===== src/rtl/four_bit_adder_if.sv =====
// Operand/result bundle for the registered ripple-carry adder.
// The master drives operands; the slave (the adder) returns registered results.
interface four_bit_adder_if #(
  parameter int unsigned WIDTH = 4
);
  logic             in_valid;
  logic [WIDTH-1:0] a;
  logic [WIDTH-1:0] b;
  logic             cin;
  logic [WIDTH-1:0] sum;
  logic             cout;
  logic             overflow;
  logic             zero;
  logic             out_valid;

  modport master (
    output in_valid, a, b, cin,
    input  sum, cout, overflow, zero, out_valid
  );

  modport slave (
    input  in_valid, a, b, cin,
    output sum, cout, overflow, zero, out_valid
  );
endinterface


===== src/rtl/four_bit_adder.sv =====
// Registered ripple-carry adder: a chain of full-adder cells followed by one
// output register stage carrying sum, carry, overflow and zero flags.
module four_bit_adder #(
  parameter int unsigned WIDTH = 4
) (
  input logic             clk,
  input logic             rst,
  four_bit_adder_if.slave bus
);

  logic [WIDTH:0]   c;
  logic [WIDTH-1:0] s;

  // Carry ripples LSB to MSB; one process keeps the chain free of feedback loops.
  always_comb begin
    c    = '0;
    s    = '0;
    c[0] = bus.cin;
    for (int i = 0; i < int'(WIDTH); i++) begin
      s[i]   = bus.a[i] ^ bus.b[i] ^ c[i];
      c[i+1] = (bus.a[i] & bus.b[i]) | (c[i] & (bus.a[i] ^ bus.b[i]));
    end
  end

  logic [WIDTH-1:0] sum_q, sum_d;
  logic             cout_q, cout_d;
  logic             ovf_q, ovf_d;
  logic             zero_q, zero_d;
  logic             valid_q, valid_d;

  // Results hold while idle so X on idle operands never reaches the outputs.
  always_comb begin
    sum_d   = sum_q;
    cout_d  = cout_q;
    ovf_d   = ovf_q;
    zero_d  = zero_q;
    valid_d = 1'b0;
    if (bus.in_valid) begin
      sum_d   = s;
      cout_d  = c[WIDTH];
      ovf_d   = c[WIDTH] ^ c[WIDTH-1];
      zero_d  = (s == '0);
      valid_d = 1'b1;
    end
  end

  always_ff @(posedge clk) begin
    if (rst) begin
      sum_q   <= '0;
      cout_q  <= 1'b0;
      ovf_q   <= 1'b0;
      zero_q  <= 1'b0;
      valid_q <= 1'b0;
    end else begin
      sum_q   <= sum_d;
      cout_q  <= cout_d;
      ovf_q   <= ovf_d;
      zero_q  <= zero_d;
      valid_q <= valid_d;
    end
  end

  assign bus.sum       = sum_q;
  assign bus.cout      = cout_q;
  assign bus.overflow  = ovf_q;
  assign bus.zero      = zero_q;
  assign bus.out_valid = valid_q;

endmodule


===== src/flat_wrapper.sv =====
// flat-port wrapper written by rule: the top's interface ports become plain ports
module four_bit_adder_flat 
#(
  parameter int unsigned WIDTH = 4
)
  (clk, rst, bus_in_valid, bus_a, bus_b, bus_cin, bus_sum, bus_cout, bus_overflow, bus_zero, bus_out_valid);
  four_bit_adder_if #(.WIDTH(WIDTH)) bus_i ();
  input logic clk;
  input logic rst;
  input wire logic [$bits(bus_i.in_valid)-1:0] bus_in_valid;
  input wire logic [$bits(bus_i.a)-1:0] bus_a;
  input wire logic [$bits(bus_i.b)-1:0] bus_b;
  input wire logic [$bits(bus_i.cin)-1:0] bus_cin;
  output wire logic [$bits(bus_i.sum)-1:0] bus_sum;
  output wire logic [$bits(bus_i.cout)-1:0] bus_cout;
  output wire logic [$bits(bus_i.overflow)-1:0] bus_overflow;
  output wire logic [$bits(bus_i.zero)-1:0] bus_zero;
  output wire logic [$bits(bus_i.out_valid)-1:0] bus_out_valid;
  assign bus_i.in_valid = bus_in_valid;
  assign bus_i.a = bus_a;
  assign bus_i.b = bus_b;
  assign bus_i.cin = bus_cin;
  assign bus_sum = bus_i.sum;
  assign bus_cout = bus_i.cout;
  assign bus_overflow = bus_i.overflow;
  assign bus_zero = bus_i.zero;
  assign bus_out_valid = bus_i.out_valid;
  four_bit_adder #(.WIDTH(WIDTH)) u_core (.clk(clk), .rst(rst), .bus(bus_i));
endmodule

===== config.mk =====
export PLATFORM = sky130hd
export DESIGN_NAME = four_bit_adder_flat
export DESIGN_NICKNAME = d
export VERILOG_FILES = /design/src/rtl/four_bit_adder_if.sv /design/src/rtl/four_bit_adder.sv /design/src/flat_wrapper.sv
export SDC_FILE = /design/constraint.sdc
export NUM_CORES = 1
export LEC_CHECK = 0
export BUFFER_PORTS_ARGS = -buffer_cell sky130_fd_sc_hd__buf_2
export CORE_AREA = 5 5 42 44
export CTS_CLUSTER_SIZE = 20
export DETAILED_ROUTE_END_ITERATION = 8
export DIE_AREA = 0 0 47 49
export PLACE_DENSITY_LB_ADDON = 0.25
export SLEW_MARGIN = 5
export SYNTH_ARGS = -nofsm -noshare
export SYNTH_HDL_FRONTEND = slang
export SYNTH_SLANG_ARGS = --single-unit

===== constraint.sdc =====
create_clock -name clk -period 2.6 [get_ports clk]
set_clock_uncertainty 0.05 [all_clocks]
set_input_delay 0.13 -clock clk [delete_from_list [all_inputs] [get_ports clk]]
set_output_delay 0.13 -clock clk [all_outputs]
set_load 0.005 [all_outputs]

### After elaboration in Yosys (flattened, before gate mapping)

Cells that the tools add are included.
Widths: inputs -> output; s select.

| word-level totals | value |
|---|---|
| word-level logic and storage cells | 28 |
| register bits after elaboration | 8 |

| cells by class | value |
|---|---|
| reduce and logical (&&, ||, !) cells | 1 |
| mux-type cells | 1 |
| bitwise logic cells | 21 |

Operators by type and width:

| operator | number |
|---|---|
| $xor 1x1->1 | 9 |
| $and 1x1->1 | 8 |
| $logic_not 4->1 | 1 |
| $or 1x1->1 | 4 |
| $mux 1 | 1 |

### Logic depth before layout (Yosys ltp)

Gate-level depths: netlist of run 1.

| logic depth | value |
|---|---|
| depth in word-level cells | 10 |
| depth in mapped cells | 7 |
| depth with buffers taken out | 7 |

### Worst setup path before layout of run 1

No wires, ideal clock.

| timing path | value |
|---|---|
| path type | in2reg |
| start | input bus_cin |
| end | register u_core.zero_q, in the netlist u_core.bus.zero |
| path slack | 0.351 ns |
| required time | 2.423 ns |
| library setup time | 0.127 ns |
| stages on the path | 7 |
| buffers on the path | 0 |
| data arrival time | 2.072 ns |
| path through | fa_1 > fa_1 > fa_1 > inv_1 > fa_1 > or4b_4 > o22ai_2 |

| between the ends | value |
|---|---|
| cells in the longest elaborated chain, start to end | 8 |
| elaborated cells on any way between the ends | 11 |
| those cells by class | 10 x bitwise; 1 x reduce/logical |

Ends and longest elaborated chain:

| item | RTL line | RTL |
|---|---|---|
| start, declared | flat_wrapper.sv:13 | `input wire logic [$bits(bus_i.cin)-1:0] bus_cin;` |
| $and 1x1->1 | four_bit_adder.sv:21 | `c[i+1] = (bus.a[i] & bus.b[i]) \| (c[i] & (bus.a[i] ^ bus.b[i]));` |
| $or 1x1->1 | four_bit_adder.sv:21 |  |
| $and 1x1->1 | four_bit_adder.sv:21 |  |
| $or 1x1->1 | four_bit_adder.sv:21 |  |
| $and 1x1->1 | four_bit_adder.sv:21 |  |
| $or 1x1->1 | four_bit_adder.sv:21 |  |
| $xor 1x1->1 | four_bit_adder.sv:20 | `s[i] = bus.a[i] ^ bus.b[i] ^ c[i];` |
| $logic_not 4->1 (*) | four_bit_adder.sv:42 | `zero_d = (s == '0);` |
| end signal, assigned | four_bit_adder.sv:58 | `zero_q <= zero_d;` |
| end, declared | four_bit_adder.sv:28 | `logic zero_q, zero_d;` |

Every way passes the cells marked *; elsewhere a longest branch is shown, timed or not.
A chain may end at the register's enable or synchronous reset.

### Worst setup path in the final report of run 1

Same ends and word-level chain as after synthesis.

==> qor.txt, run 1 <==
Number of nets at the end of the flow = 73
R2R setup slack = 1940 ps
Overall die area = 2300 sq um
Remaining global-route overflow = 0
Via-to-Cell Ratio = 4.31
Portion of total power attributed to sequential cells = 46.6%
Worst Max-Slew Pin Slew = 197 ps
Start point of the critical path = bus_cin
Number of buffers inserted for hold repair after clock tree synthesis = 0
Max Transition Viols Final = 0
Largest incremental delay on the critical path = 460 ps
Number of clock sinks = 8
Setup WS post-layout = 442 ps
Result of the run = finished, final reports clean
Design area = 517 sq um
Remaining max-slew budget at the tightest pin = 86.9%
# diodes = 0
Number of buffers on the longest clock path = 2
Shortest clock period the worst path allows after layout = 2160 ps
Number of max-capacitance violations reported = 0
Proportion of power drawn by combinational gates = 21.7%
Root buffer cell = sky130_fd_sc_hd__clkbuf_4
Minimum setup slack after placement = 174 ps
Signal arrival time at the worst endpoint = 2290 ps
Final weighted congestion of routability-driven global placement = 0.755
Die width = 47 um
Max IR drop VDD = 0.196 mV
Endpoint required time on the critical path = 2730 ps
Highest net fanout along the worst path = 2
Post-Syn Area per Cell = 11.1 sq um
Insertion delay of the later-clocked pin in the worst-skew pair = 250 ps
Synth Warn # = 0
Reg-to-reg critical path startpoint = u_core.bus.sum[3]$_SDFFE_PP0P_
#FFs+latches synth = 8
Synth Net Count = 51
Chip Height = 49 um
Proportion of synthesized chip area in sequential cells = 41.3%
Cell with the biggest individual delay on the critical path = sky130_fd_sc_hd__or4b_4
Number of antenna violations at the first check in global routing = 0
Routed len/inst = 10.3 um
Number of placement rows = 14
Port Buffer Count = 19
Share of the clock period used by the worst path after layout = 83.0%
Static leakage = 0.261 nW
Number of non-filler instances in the completed layout = 71
Critical Path End Type = register
Portion of total power attributed to the clock network = 31.6%
Max Clk Rate = 0.463 GHz
Cell family contributing the most delay on the critical path = adder cells
Sw power = 75.2 uW
DRC violation count after routing = 0
TNS Setup = 0 ps
Core Footprint = 1400 sq um
Number of endpoints with negative hold slack in the final report = 0
Total CTS buffers = 3
P per Cell Area = 572 nW/um^2
Switching power as a share of total power = 25.4%
PnR Total Power = 295 uW
Setup repair bufs after CTS = 0
Number of cells on the worst reg-to-reg path = 2
Unrepaired setup endpoints after global routing = false
Vias in the first global route = 329
TritonRoute pass-1 iters = 4
Number of gates resized after cts = 0
Number of unique standard cell types used by synthesis = 13
Final ANT Viol Nets = 0
Placed cell count = 68
Clock tree from TritonCTS = built
Dominant cell type by count on the critical path = sky130_fd_sc_hd__fa_1
Layout overhead on the synthesized area = 33.2%
Wire length of the first global-routing pass = 1250 um
Instance area after placement = 494 sq um
Critical path depth = 8
Largest net degree at the start of global routing = 11
DR iter-0 viols = 2
Top-Level Pins = 20
Layout cell share with drive strength beyond 1 = 43.6%
Aggregate global-route resource usage = 7.67%
Detailed Route WL = 731 um
Classification of the worst-slack hold path = input port to register
Initial core utilization = 27.7%
Worst path cell trace = buf_2 -> fa_1 -> fa_1 -> fa_1 -> inv_1 -> fa_1 -> or4b_4 -> o22ai_2
Internal power component = 220 uW
H-tree levels = 1
Total via count after detailed routing = 306
CTS clk-pin slew, worst paths = 60 ps
Setup crit start kind = input port
Last element of the critical path = u_core.bus.zero$_SDFFE_PP0P_
Synth Cell Area = 388 sq um
Count of buffering cells on the critical path with inverters included = 2
Worst setup path category = input port to register
Cell count after synthesis = 35
# setup viols final = 0
Crit Reg-Reg Endpoint = u_core.bus.sum[3]$_SDFFE_PP0P_
Filler Cells Inserted = 158
[sequential cells by signal, indices dropped and copies added (netlist names)]
name	cells
u_core.bus.cout	1
u_core.bus.out_valid	1
u_core.bus.overflow	1
u_core.bus.sum	4
u_core.bus.zero	1
[power groups by stage]
| stage | registers [mW] | logic, mW | clock network, mW |
|---|---|---|---|
| 2_1_floorplan | 0.142 | 0.0375 | 0 |
| 3_3_place_gp | 0.140 | 0.0651 | 0 |
| 3_5_place_dp | 0.140 | 0.0655 | 0 |
| 4_1_cts | 0.138 | 0.0655 | 0.0979 |
| 5_1_grt | 0.139 | 0.0721 | 0.100 |
| 6_report | 0.138 | 0.0642 | 0.0934 |
[layer usage]
layer	track usage (%)	part of all wire (%)	vias to the layer above
li1	-	-	155
met1	8.56	43	134
met2	10.6	43	15
met3	1.85	11	2
met4	8.29	2.6	0
met5	0	0	-
[logic make-up (layout without fill, tap and decap cells)]
| family | after synthesis | in the layout | share of synthesized area, % |
|---|---|---|---|
| simple gates | 9 | 9 | 13.2 |
| flops | 8 | 8 | 41.3 |
| buf+inv | 6 | 26 | 6.13 |
| fa+ha+maj | 4 | 4 | 20.6 |
| compound gates | 4 | 4 | 8.71 |
| mux | 3 | 3 | 7.74 |
| xor+xnor | 1 | 1 | 2.26 |
[worst min-delay path by stage]
stage                                           endpoint  slack, ps  cells after the start                             from
after global placement    u_core.bus.sum[0]$_SDFFE_PP0P_        370                      2                              rst
after global routing      u_core.bus.sum[0]$_SDFFE_PP0P_        120                      2                              rst
after detailed placement  u_core.bus.sum[2]$_SDFFE_PP0P_        370                      2                              rst
final                     u_core.bus.sum[3]$_SDFFE_PP0P_        110                      2                              rst
after CTS                 u_core.bus.sum[0]$_SDFFE_PP0P_        100                      2                              rst
after floorplan                            bus_out_valid        360                      0  u_core.bus.out_valid$_SDFF_PP0_
[cells in the mapped netlist, drive strengths merged]
library cell,count,area (sq um)
mux2i,3,30.0
o22ai,2,18.8
or4b,1,13.8
clkbuf,1,3.75
xor2,1,8.76
a211oi,2,15.0
nor2,5,18.8
dfxtp,8,160
fa,4,80.1
nand2b,3,18.8
inv,4,15.0
buf,1,5.00
[worst register-to-register path: stages, from the launching register on]
cell                       delay (ps)
sky130_fd_sc_hd__dfxtp_1          330
sky130_fd_sc_hd__nor2_1            50
sky130_fd_sc_hd__a211oi_1         150
[layout by cell type, fill, tap and decap left out]
master / Yosys / layout
sky130_fd_sc_hd__o22ai_1: 1 / 1
sky130_fd_sc_hd__or4b_4: 1 / 1
sky130_fd_sc_hd__nand2b_1: 3 / 3
sky130_fd_sc_hd__dfxtp_1: 8 / 8
sky130_fd_sc_hd__a211oi_1: 2 / 2
sky130_fd_sc_hd__o22ai_2: 1 / 1
sky130_fd_sc_hd__fa_1: 4 / 4
sky130_fd_sc_hd__nor2_1: 5 / 5
sky130_fd_sc_hd__inv_1: 4 / 4
sky130_fd_sc_hd__xor2_1: 1 / 1
sky130_fd_sc_hd__clkbuf_4: 0 / 3
sky130_fd_sc_hd__mux2i_1: 3 / 3
sky130_fd_sc_hd__buf_2: 1 / 19
[area by class of cell]
class	instances	area [sq um]	area share, %
clock buffers	3	22.5	4.36
inverters	4	15.0	2.91
repair buffers	19	95.1	18.4
flip-flops and latches	8	160	31.0
multi-input cells	21	204	39.5
well taps	16	20.0	3.87
[per-stage QoR]
| step | utilization, % | hold slack [ps] |
|---|---|---|
| CTS | 36.9 | 102 |
| global placement | 35.3 | 372 |
| global route | 36.9 | 117 |
| floorplan | - | 364 |
| finish | 36.9 | 109 |
| detailed placement | 35.3 | 371 |
Power figures use the tool's default switching activity.
==> inputs of run 2 (changes only) <==
clock period = 1.9 ns   (was 2.6 ns; I/O delays follow)
==> run 2 against run 1 <==
Net effect: the run now ends with negative setup slack left; via count rose by 0.33%; sequential power rose by 36%; non-clock buffer count rose by 2; critical path type unchanged; highest routed layer is now met3.
==> qor.txt, run 2 (synthesized netlist as in run 1, its figures left out) <==
Met3 usage in global routing = 3.69% (+1.8 points)
Number of endpoints with negative hold slack in the final report = 0 (unchanged)
PnR Total Power = 411 uW (+39%)
Most common cell after layout, fill and taps aside = sky130_fd_sc_hd__buf_2
# diodes = 0 (unchanged)
Last element of the critical path = u_core.bus.zero$_SDFFE_PP0P_
Aggregate global-route resource usage = 7.17% (-0.50 points)
Signal arrival time at the worst endpoint = 2010 ps (-280 ps)
Share of the core filled with cells = 38.9% (+2.1 points)
Layout cell share with drive strength beyond 1 = 52.6% (+9.0 points)
Root buffer cell = sky130_fd_sc_hd__clkbuf_4
Setup crit start kind = input port
Critical Path End Type = register
Largest net degree at the start of global routing = 11 (unchanged)
Static leakage = 0.270 nW (+3.2%)
Detailed Route WL = 729 um (-0.27%)
Initial core utilization = 27.7% (unchanged)
R2R setup slack = 1250 ps (-690 ps)
Largest register FFs = 4 (unchanged)
Share of the clock period used by the worst path after layout = 101%
H-tree levels = 1 (unchanged)
Violated checks = negative setup slack
Number of buffers on the longest clock path = 2 (unchanged)
Reg-to-reg critical path startpoint = u_core.bus.sum[3]$_SDFFE_PP0P_
Total via count after detailed routing = 307 (+0.33%)
TritonRoute pass-1 iters = 2 (-2)
Top-Level Pins = 20 (unchanged)
HPWL reported at the end of detailed placement = 640 um
Highest net fanout along the worst path = 2 (unchanged)
Total area of multi-input combinational cells = 211 sq um (+3.7%)
Worst setup path category = input port to register
Insertion delay of the later-clocked pin in the worst-skew pair = 240 ps (about the same)
DR iter-0 viols = 3 (+1)
Filler Cells Inserted = 160 (+1.3%)
GRT Max-Usage Layer = met2
GR Util met1 = 7.43% (-1.1 points)
Placed cell count = 70 (+2.9%)
Number of non-filler instances in the completed layout = 73 (+2.8%)
Setup WS post-layout = -23.6 ps (-466 ps)
Die width = 47 um (unchanged)
Via-to-Cell Ratio = 4.21 (-2.4%)
Port Buffer Count = 19 (unchanged)
Shortest clock period the worst path allows after layout = 1920 ps
Unrepaired setup endpoints after global routing = true
Crit Reg-Reg Endpoint = u_core.bus.sum[3]$_SDFFE_PP0P_
Max Transition Viols Final = 0 (unchanged)
Max IR drop VDD = 0.261 mV (+33%)
Endpoint required time on the critical path = 1980 ps (-750 ps)
Final ANT Viol Nets = 0 (unchanged)
DRC violation count after routing = 0 (unchanged)
Sequential cell area = 160 sq um (unchanged)
Number of cells on the worst reg-to-reg path = 2 (unchanged)
Vias in the first global route = 312 (-5.2%)
CTS clk-pin slew, worst paths = 50 ps (about the same)
Total CTS buffers = 3 (unchanged)
Overall die area = 2300 sq um (unchanged)
Max Clk Rate = 0.520 GHz
Number of antenna violations at the first check in global routing = 0 (unchanged)
Result of the run = complete, but fails checks
Core Footprint = 1400 sq um (unchanged)
Layout overhead on the synthesized area = 40.6%
Remaining max-slew budget at the tightest pin = 87.0% (+0.12 points)
Number of max-capacitance violations reported = 0 (unchanged)
Final weighted congestion of routability-driven global placement = 0.677 (-10%)
Met2 usage in global routing = 11.1% (+0.45 points)
# setup viols final = 1 (+1)
P per Cell Area = 753 nW/um^2 (+32%)
Number of clock sinks = 8 (unchanged)
Number of nets at the end of the flow = 75 (+2.7%)
Top library cells by usage in the layout, fill and taps aside = sky130_fd_sc_hd__buf_2, sky130_fd_sc_hd__dfxtp_1, sky130_fd_sc_hd__nor2_1
Classification of the worst-slack hold path = input port to register
Number of buffers inserted for hold repair after clock tree synthesis = 0 (unchanged)
Routed len/inst = 9.99 um (-3.0%)
Start point of the critical path = bus_a[0]
Remaining global-route overflow = 0 (unchanged)
Number of placement rows = 14 (unchanged)
Chip Height = 49 um (unchanged)
Wire length of the first global-routing pass = 1190 um (-5.0%)
Worst Max-Slew Pin Slew = 195 ps (-1.83 ps)
Clock tree from TritonCTS = built
[run 2: cell types whose count changed in the layout (fill, tap and decap cells not counted)]
cell,previous run,this run
sky130_fd_sc_hd__inv_2,0,1
sky130_fd_sc_hd__buf_6,0,1
sky130_fd_sc_hd__inv_1,4,3
sky130_fd_sc_hd__fa_1,4,1
sky130_fd_sc_hd__buf_2,19,18
sky130_fd_sc_hd__buf_4,0,2
sky130_fd_sc_hd__fa_2,0,3
[run 2: final cells by class]
cell class / instances / area share (%)
clock buffers: 3 / 4.13
flip-flops and latches: 8 / 29.4
well taps: 16 / 3.67
multi-input cells: 21 / 38.8
inverters: 4 / 2.75
repair buffers: 21 / 21.3
[run 2: metrics by stage]
step           hold slack (ps)  worst slack (ps)  TNS [ps]  area (sq um)
5_1_grt                   70.5             -70.7     -70.7           546
4_1_cts                   66.4             -26.2     -26.2           546
3_3_place_gp               337              -351      -824           517
2_1_floorplan              329              -219      -343           395
6_report                  72.5             -23.6     -23.6           546
3_5_place_dp               327              -364      -861           517
[run 2: routing by layer]
layer  routed length, um  share of wire (%)
met5                   0                  0
met2                 364                 50
met3                  91                 12
met1                 273                 37
met4                   0                  0
[run 2: worst min-delay path by stage]
stage	from	end	slack, ps	cells after the start
2_1_floorplan	u_core.bus.out_valid$_SDFF_PP0_	bus_out_valid	330	0
5_1_grt	rst	u_core.bus.sum[0]$_SDFFE_PP0P_	70	2
6_report	rst	u_core.bus.sum[0]$_SDFFE_PP0P_	70	2
3_3_place_gp	rst	u_core.bus.sum[0]$_SDFFE_PP0P_	340	2
3_5_place_dp	rst	u_core.bus.sum[2]$_SDFFE_PP0P_	330	2
4_1_cts	rst	u_core.bus.sum[0]$_SDFFE_PP0P_	70	2
[run 2: timing repair]
action                     4_1_cts  5_1_grt
pin swaps                        5        1
setup endpoints to repair        2        2
resized for setup                1        0
buffers inserted                 0        0
hold endpoints to repair         0        0
gates cloned                     0        0
[run 2: worst max-delay path, stage by stage]
cell                      delay (ps)
sky130_fd_sc_hd__buf_6            90
sky130_fd_sc_hd__fa_2            370
sky130_fd_sc_hd__fa_2            350
sky130_fd_sc_hd__fa_2            360
sky130_fd_sc_hd__inv_2            60
sky130_fd_sc_hd__fa_1            410
sky130_fd_sc_hd__or4b_4          210
sky130_fd_sc_hd__o22ai_2          40
[run 2: where the power goes]
| group | switching (mW) | internal [mW] | leakage, nW |
|---|---|---|---|
| logic | 0.0440 | 0.0549 | 0.190 |
| clock network | 0.0516 | 0.0719 | 0.0138 |
| registers | 0.00572 | 0.183 | 0.0661 |
| total | 0.101 | 0.309 | 0.270 |
